[src/rtl/rasterizer_mem_arbiter.sv]
// Purpose: merge NUM_PORTS Avalon-MM clients onto one SDRAM master, routing read data back in issue order.
// Latency: command 0 cycles (combinational grant), read return 0 cycles (ID FIFO head steers readdatavalid).
// Backpressure: m_waitrequest or a full ID FIFO stalls the granted port; every other port sees waitrequest = 1.
module rasterizer_mem_arbiter #(
    parameter int NUM_PORTS   = 3,
    parameter int ADDR_W      = 26,
    parameter int DATA_W      = 32,
    parameter int MAX_PENDING = 8,
    parameter int ARB_MODE    = 0
) (
    input  logic                          clock,
    input  logic                          reset,
    input  logic [NUM_PORTS*ADDR_W-1:0]   s_address,
    input  logic [NUM_PORTS-1:0]          s_read,
    input  logic [NUM_PORTS-1:0]          s_write,
    input  logic [NUM_PORTS*DATA_W/8-1:0] s_byteenable,
    input  logic [NUM_PORTS*DATA_W-1:0]   s_writedata,
    output logic [NUM_PORTS-1:0]          s_waitrequest,
    output logic [DATA_W-1:0]             s_readdata,
    output logic [NUM_PORTS-1:0]          s_readdatavalid,
    output logic [ADDR_W-1:0]             m_address,
    output logic                          m_read,
    output logic                          m_write,
    output logic [DATA_W/8-1:0]           m_byteenable,
    output logic [DATA_W-1:0]             m_writedata,
    input  logic                          m_waitrequest,
    input  logic [DATA_W-1:0]             m_readdata,
    input  logic                          m_readdatavalid,
    output logic [$clog2(MAX_PENDING):0]  pending_count,
    output logic                          err_orphan
);
    localparam int BE_W = DATA_W / 8;
    localparam int IDW  = $clog2(NUM_PORTS);
    localparam int AW   = $clog2(MAX_PENDING);
    localparam int PW   = AW + 1;

    typedef enum logic {IDLE, LOCKED} state_t;

    state_t            state;
    logic [IDW-1:0]    lock_id;
    logic [IDW-1:0]    rr_ptr;
    logic [IDW-1:0]    fifo_mem [MAX_PENDING];
    logic [AW-1:0]     wr_ptr;
    logic [AW-1:0]     rd_ptr;
    logic [PW-1:0]     count;

    logic [ADDR_W-1:0] addr_a [NUM_PORTS];
    logic [BE_W-1:0]   be_a   [NUM_PORTS];
    logic [DATA_W-1:0] wd_a   [NUM_PORTS];

    logic [NUM_PORTS-1:0] req;
    logic [IDW-1:0]       grant;
    logic [IDW-1:0]       cand;
    logic [IDW-1:0]       next_ptr;
    logic                 grant_vld;
    logic                 grant_rd;
    logic                 grant_wr;
    logic                 full;
    logic                 issue;
    logic                 accept;
    logic                 push;
    logic                 pop;
    int                   pos;

    for (genvar i = 0; i < NUM_PORTS; i++) begin : g_unpack
        assign addr_a[i] = s_address[i*ADDR_W +: ADDR_W];
        assign be_a[i]   = s_byteenable[i*BE_W +: BE_W];
        assign wd_a[i]   = s_writedata[i*DATA_W +: DATA_W];
    end

    assign req = s_read | s_write;

    // Scan order starts at rr_ptr for round-robin, at port 0 for fixed priority.
    always_comb begin
        grant     = '0;
        grant_vld = 1'b0;
        cand      = '0;
        pos       = 0;
        if (state == LOCKED) begin
            grant     = lock_id;
            grant_vld = req[lock_id];
        end else begin
            for (int i = 0; i < NUM_PORTS; i++) begin
                pos = (ARB_MODE == 0) ? int'(rr_ptr) + i : i;
                if (pos >= NUM_PORTS) pos = pos - NUM_PORTS;
                cand = pos[IDW-1:0];
                if (!grant_vld && req[cand]) begin
                    grant     = cand;
                    grant_vld = 1'b1;
                end
            end
        end
    end

    assign full     = (count == PW'(MAX_PENDING));
    assign grant_rd = s_read[grant];
    assign grant_wr = s_write[grant] & ~grant_rd;
    // A read held off by a full FIFO must not reach the bus at all.
    assign issue    = grant_vld & reset & ~(grant_rd & full);
    assign accept   = issue & ~m_waitrequest;
    assign push     = accept & grant_rd;
    assign pop      = m_readdatavalid & (count != '0);
    assign next_ptr = (grant == IDW'(NUM_PORTS - 1)) ? '0 : grant + IDW'(1);

    assign m_read        = issue & grant_rd;
    assign m_write       = issue & grant_wr;
    assign m_address     = addr_a[grant];
    assign m_byteenable  = be_a[grant];
    assign m_writedata   = wd_a[grant];
    assign s_waitrequest = accept ? ~(NUM_PORTS'(1) << grant) : '1;

    assign s_readdata      = m_readdata;
    assign s_readdatavalid = pop ? (NUM_PORTS'(1) << fifo_mem[rd_ptr]) : '0;
    assign pending_count   = count;

    always_ff @(posedge clock or negedge reset) begin
        if (!reset) begin
            state   <= IDLE;
            lock_id <= '0;
            rr_ptr  <= '0;
        end else begin
            case (state)
                IDLE: begin
                    if (accept) begin
                        rr_ptr <= next_ptr;
                    end else if (grant_vld) begin
                        lock_id <= grant;
                        state   <= LOCKED;
                    end
                end
                LOCKED: begin
                    if (!req[lock_id]) begin
                        state <= IDLE;
                    end else if (accept) begin
                        rr_ptr <= next_ptr;
                        state  <= IDLE;
                    end
                end
                default: state <= IDLE;
            endcase
        end
    end

    always_ff @(posedge clock) begin
        if (push) fifo_mem[wr_ptr] <= grant;
    end

    always_ff @(posedge clock or negedge reset) begin
        if (!reset) begin
            wr_ptr     <= '0;
            rd_ptr     <= '0;
            count      <= '0;
            err_orphan <= 1'b0;
        end else begin
            if (push) wr_ptr <= wr_ptr + AW'(1);
            if (pop)  rd_ptr <= rd_ptr + AW'(1);
            case ({push, pop})
                2'b10:   count <= count + PW'(1);
                2'b01:   count <= count - PW'(1);
                default: count <= count;
            endcase
            if (m_readdatavalid && count == '0) err_orphan <= 1'b1;
        end
    end
endmodule

[config.mk]
export PLATFORM = sky130hd
export DESIGN_NAME = rasterizer_mem_arbiter
export DESIGN_NICKNAME = d
export VERILOG_FILES = /design/src/rtl/rasterizer_mem_arbiter.sv
export SDC_FILE = /design/constraint.sdc
export NUM_CORES = 1
export LEC_CHECK = 0
export ABC_CLOCK_PERIOD_IN_PS = 5430
export CORE_AREA = 2 2 130 132
export CTS_CLUSTER_SIZE = 8
export DETAILED_ROUTE_END_ITERATION = 8
export DIE_AREA = 0 0 132 134
export PLACE_DENSITY = 0.6
export RECOVER_POWER = 100
export SKIP_CTS_REPAIR_TIMING = 1
export SYNTH_ARGS = -nofsm -noshare
export SYNTH_HDL_FRONTEND = slang
export SYNTH_SLANG_ARGS = --single-unit
[constraint.sdc]
create_clock -name clock -period 5.43 [get_ports clock]
set_input_delay 0.8145 -clock clock [delete_from_list [all_inputs] [get_ports clock]]
set_output_delay 0.8145 -clock clock [all_outputs]
set_load 0.02 [all_outputs]
### Word-level counts from Yosys, hierarchy flattened

Memories as Yosys holds them, arrays and structs flattened.
Index checks and enable logic that the tools add are counted.

| cells by class | value |
|---|---|
| add/subtract/negate cells | 10 |
| $mul | 0 |
| div/mod/pow operators | 0 |
| magnitude comparators | 9 |
| equal/unequal tests | 5 |
| shifts and indexed selects | 2 |
| mux-type cells | 51 |
| bitwise operators | 17 |
| reduce and logical (&&, ||, !) cells | 9 |

Operator list:

| cell | count |
|---|---|
| $bmux 32 s2 | 1 |
| $mux 32 | 2 |
| $bmux 26 s2 | 1 |
| $mux 26 | 2 |
| $mux 2 | 13 |
| $mux 1 | 18 |
| $lt 2x3->1 const B | 5 |
| $bmux 1 s2 | 6 |
| $and 1x1->1 | 9 |
| $bmux 4 s2 | 1 |
| $mux 4 | 2 |
| $pmux 4 s2 | 1 |
| $add 3x1->3 const B | 2 |
| $ge 3x2->1 const B | 2 |
| $mux 3 | 2 |
| $shl 1x2->3 const A | 2 |
| $sub 2x2->2 const B | 3 |
| $not 1->1 | 5 |
| $add 4x1->4 const B | 1 |
| $eq 2x2->1 const B | 2 |
| $eq 4x4->1 const B | 1 |
| $logic_not 4->1 | 1 |
| $pmux 2 s2 | 1 |
| $reduce_bool 4->1 | 1 |
| other kinds (16) | 19 |

| storage, ports and cells | value |
|---|---|
| bits in registers | 16 |
| bits in latches | 0 |
| RAM bits | 16 |
| bits in read-only memories | 0 |
| bits of input ports | 228 |
| output and inout bits | 107 |
| word-level logic and storage cells | 111 |
| memories | 1 |

Memory list:

| name | depth | width | read ports | clocked after memory_dff | write ports | line | RTL |
|---|---|---|---|---|---|---|---|
| fifo_mem | 8 | 2 | 1 | 0 | 1 | 42 | `logic [IDW-1:0] fifo_mem [MAX_PENDING];` |

### Longest topological paths before layout

| depth | value |
|---|---|
| depth after elaboration | 24 |
| mapped depth | 18 |
| mapped depth without buffers | 16 |

### Least setup slack after synthesis

No wires, ideal clock.

| timing | value |
|---|---|
| kind | input to output |
| start | input port s_read[2] |
| end | output port m_address[0] |
| data arrival time | 2.717 ns |
| required time | 4.615 ns |
| setup slack | 1.898 ns |
| cell stages on the path | 8 |
| buffers on the path | 2 |
| cells stage by stage | nor2_1 -> o32a_4 -> a221oi_4 -> a221oi_4 -> buf_2 -> buf_4 -> mux2i_1 -> o21ai_0 |

| between the ends | value |
|---|---|
| longest elaborated chain between the ends | 17 |
| elaborated cells between the ends (all ways) | 23 |
| those cells by class | mux (17); bitwise (2); reduce/logical (4) |

RTL lines:

| item | line | RTL |
|---|---|---|
| start, declared | 14 | `input logic [NUM_PORTS-1:0] s_read,` |
| $or 3x3->3 * | 71 | `assign req = s_read \| s_write;` |
| $bmux 1 s2 | 87 | `if (!grant_vld && req[cand]) begin` |
| $mux 1 (implied by the code) | 87 |  |
| $mux 1 | 87 |  |
| $mux 1 | 79 | `if (state == LOCKED) begin` |
| $logic_not 1->1 | 87 |  |
| $logic_and 1x1->1 | 87 |  |
| $mux 1 | 87 |  |
| $mux 1 | 79 |  |
| $logic_not 1->1 | 87 |  |
| $logic_and 1x1->1 | 87 |  |
| $mux 2 * | 87 |  |
| $mux 2 * | 79 |  |
| $not 2->3 (implied by the code) * | 107 | `assign m_address = addr_a[grant];` |
| $bmux 26 s2 * | 107 |  |
| $mux 26 (implied by the code) * (2 in series) | 107 |  |
| end, declared | 21 | `output logic [ADDR_W-1:0] m_address,` |

Mark *: on every way between the ends. The rest lies on a longest branch, timed or not. The select of a mux whose other input is x is not followed.

### Final worst setup path

| timing | value |
|---|---|
| start | input port s_read[2] |
| end | output port m_writedata[19] |

| between the ends | value |
|---|---|
| longest elaborated chain between the ends | 17 |
| elaborated cells between the ends (all ways) | 23 |
| those cells by class | mux (17); bitwise (2); reduce/logical (4) |

RTL lines:

| item | line | RTL |
|---|---|---|
| $or 3x3->3 * | 71 |  |
| $bmux 1 s2 | 87 |  |
| $mux 1 (implied by the code) | 87 |  |
| $mux 1 | 87 |  |
| $mux 1 | 79 |  |
| $logic_not 1->1 | 87 |  |
| $logic_and 1x1->1 | 87 |  |
| $mux 1 | 87 |  |
| $mux 1 | 79 |  |
| $logic_not 1->1 | 87 |  |
| $logic_and 1x1->1 | 87 |  |
| $mux 2 * | 87 |  |
| $mux 2 * | 79 |  |
| $not 2->3 (implied by the code) * | 109 | `assign m_writedata = wd_a[grant];` |
| $bmux 32 s2 * | 109 |  |
| $mux 32 (implied by the code) * (2 in series) | 109 |  |
| end, declared | 25 | `output logic [DATA_W-1:0] m_writedata,` |

Marks and branches as above.

==> impl_metrics.toml <==
[clock_network]
insertion_delay_ns = 0.28
ctsHtreeMaxLevel = 2
cts_buffers = 5
cts.sinks = 32
clk_pin_slew_ns = 0.05
cts_tree = "built"
clockBufferDepth = 2
cts_root_buffer = "clkbuf_16"

[job]
maxCapViolations = 0

[detailed_routing]
drtIter0Drc = 139
drtAntennaViolNets = 0
drc_errors = 0
routed_wl_um = 15510
vias_per_cell = 4.499
wire_per_inst_um = 18.16
drt-pass1-iter-count = 4
num_vias = 3842

[logic_synthesis]
synth_fp_nets = 647
synth_area_per_cell_sq_um = 8.487
synth_edf_count = 16
netlist-cell-type-count = 54
yosys.area.top_type_share_pct = 18.08
yosys.area.top_type = "mux2i_1"
yosys-top-cells-area = "mux2i_1 (18%), edfxtp_1 (14%), dfrtp_1 (11%), buf_4 (8.4%), nand2_1 (8.3%)"
synth_ff_type = "edfxtp_1"
synth_area_sq_um = 3488
ys_ff_latch = 32
synthArstFlopShare_pct = 50.00
syn_inst = 411
yosys_warnings = 0
yosysSeqAreaShare_pct = 25.25

[finish]
area_growth_pct = 79.73
layout_commonest_cell = "clkdlybuf4s50_1"
most-common-layout-cells = "clkdlybuf4s50_1 (201), nand2_1 (77), dlygate4sd3_1 (69)"
nets = 869
drive_gt1_share_pct = 4.259
fin_cells = 854
antenna_cells = 0

[grt]
antenna_found_initial = 0
grt_pass1_wl_um = 22860
track_usage_pct = 16.64
grt_max_degree = 61
grt_pass1_vias = 3996
gr-total-overflow = 0

[worst_setup_path]
required_ns = 4.62
reg2reg_to = "pending_count[2]"
worst-r2r-setup-slack_ns = 1.19
rr_startpoint = "rr_ptr[0]"
r2r_cells = 15
arrival_ns = 4.27
critPathMaxFanout = 38
worstSetupPathType = "input pin to output port"
endpoint_kind = "output port"
startpoint_type = "input pin"
endpoint = "m_writedata[19]"
startpoint = "s_read[2]"

[power_and_ir_drop]
vdd_drop_max_mv = 0.2738
power_density_nw_per_um2 = 520.6
leakagePower_nw = 2.553

[timing]
hold_viol = 0
rsz0062_at_grt = "no"
drv_slew = 0
worstMarginPinSlew_ns = 0.9195
period_needed_ns = 5.084
tns_ns = 0
max_freq_ghz = 0.1967
relSlewSlack_pct = 38.70
fin_crit_sh_pct = 93.62
setup_viol = 0
fin_worst_skew_ns = 0.003383

[floorplan]
fp-row-count = 47
start_util_pct = 21.41
core_area_sq_um = 16290
die_y_um = 134
ios = 335
die_area_sq_um = 17690
die_x_um = 132

[placed_design]
portBuffers = 270
gp_congestion = 0.8923
hpwl_um = 12890
dp.cells = 846

[run_status]
status = "finished, final reports clean"

[min_path]
hp-class = "flip-flop to flip-flop"
==> cell usage after synthesis (2+ instances only) <==
cell,instances
nand3b_1,2
dfrtp_1,16
o21ai_1,18
xnor2_1,5
ha_1,8
edfxtp_1,16
nor4b_1,2
xor2_1,4
mux4_2,4
inv_1,6
o211ai_1,3
nand2b_1,4
nor3b_1,5
nor4b_2,2
buf_2,7
nor2_2,2
mux2i_1,63
clkbuf_1,14
nor4_1,3
nor2_1,9
a211oi_1,3
a31oi_1,2
nor3_1,8
nand4_1,2
nand4b_1,2
mux2_2,2
a221oi_1,2
buf_4,39
a21oi_1,2
a221oi_4,2
mux2_1,3
and2_1,3
nand2_1,77
o21ai_0,51
==> worst max-delay path: stages <==
cell	delay [ns]
dlygate4sd3_1	0.57
nor2_1	0.34
o32a_4	0.29
a221oi_4	0.05
a221o_1	0.51
nor2_4	0.15
buf_4	0.39
nand2_1	0.10
o21ai_0	0.29
clkdlybuf4s50_1	0.74
==> state kept, by name (all words and copies together) (netlist names) <==
register and cells:
pending_count 4, state 1, rr_ptr 2, rd_ptr 3, fifo_mem 16, err_orphan 1
wr_ptr 3, lock_id 2
==> stage by stage <==
step	total power [mW]	setup WS, ns	utilization [%]	area [sq um]	hold slack, ns
6_report	3.264	0.3464	38.49	6270	0.4623
5_1_grt	3.478	0.1269	38.49	6270	0.4870
4_1_cts	3.433	0.4717	38.61	6289	0.4803
3_5_place_dp	3.138	0.4873	37.72	6145	0.4685
3_3_place_gp	3.120	0.5125	37.72	6145	0.4377
2_1_floorplan	1.995	1.898	-	3488	0.4932
==> layout make-up <==
cell class,count,area [sq um]
Inverter,7,26.28
Multi-Input combinational cell,311,2187
Clock buffer,5,125.1
Clock inverter,3,18.77
Tap cell,220,275.3
Timing Repair Buffer,276,2756
Fill cell,1670,10020
Sequential cell,32,880.8
==> per-layer routing <==
| layer | track usage (%) | wire length (um) | vias to the layer above |
|---|---|---|---|
| met5 | 0 | 0 | - |
| met4 | 2.717 | 87 | 0 |
| met3 | 4.649 | 1454 | 4 |
| met2 | 30.96 | 8168 | 167 |
| met1 | 19.26 | 5799 | 1781 |
| li1 | - | - | 1890 |
==> report_power, final <==
part           switching, mW  internal [mW]
Combinational           1.42           1.12
Clock                  0.105          0.168
Sequential             0.109          0.341
Total                   1.63           1.63
==> worst min-delay path by stage <==
| stage | start | endpoint | slack [ns] | cells after the start |
|---|---|---|---|---|
| after global placement | err_orphan | err_orphan | 0.44 | 1 |
| after CTS | err_orphan | err_orphan | 0.48 | 1 |
| after floorplan | rd_ptr[2] | rd_ptr[2] | 0.49 | 1 |
| final | err_orphan | err_orphan | 0.46 | 1 |
| after global routing | err_orphan | err_orphan | 0.49 | 1 |
| after detailed placement | err_orphan | err_orphan | 0.47 | 1 |
==> kinds of logic (layout without fill, tap and decap cells) <==
family	count (synthesis)	count (layout)	synth area share, %
AOI/OAI and AO/OA	96	96	17.72
xor gates and xnor gates	9	9	2.260
adders and majority gates	8	8	2.870
buffers and inverters	68	291	11.76
DFF	32	32	25.25
muxes	73	73	22.92
and+or+nand+nor	125	125	17.22
(Power assumes the default switching activity.)
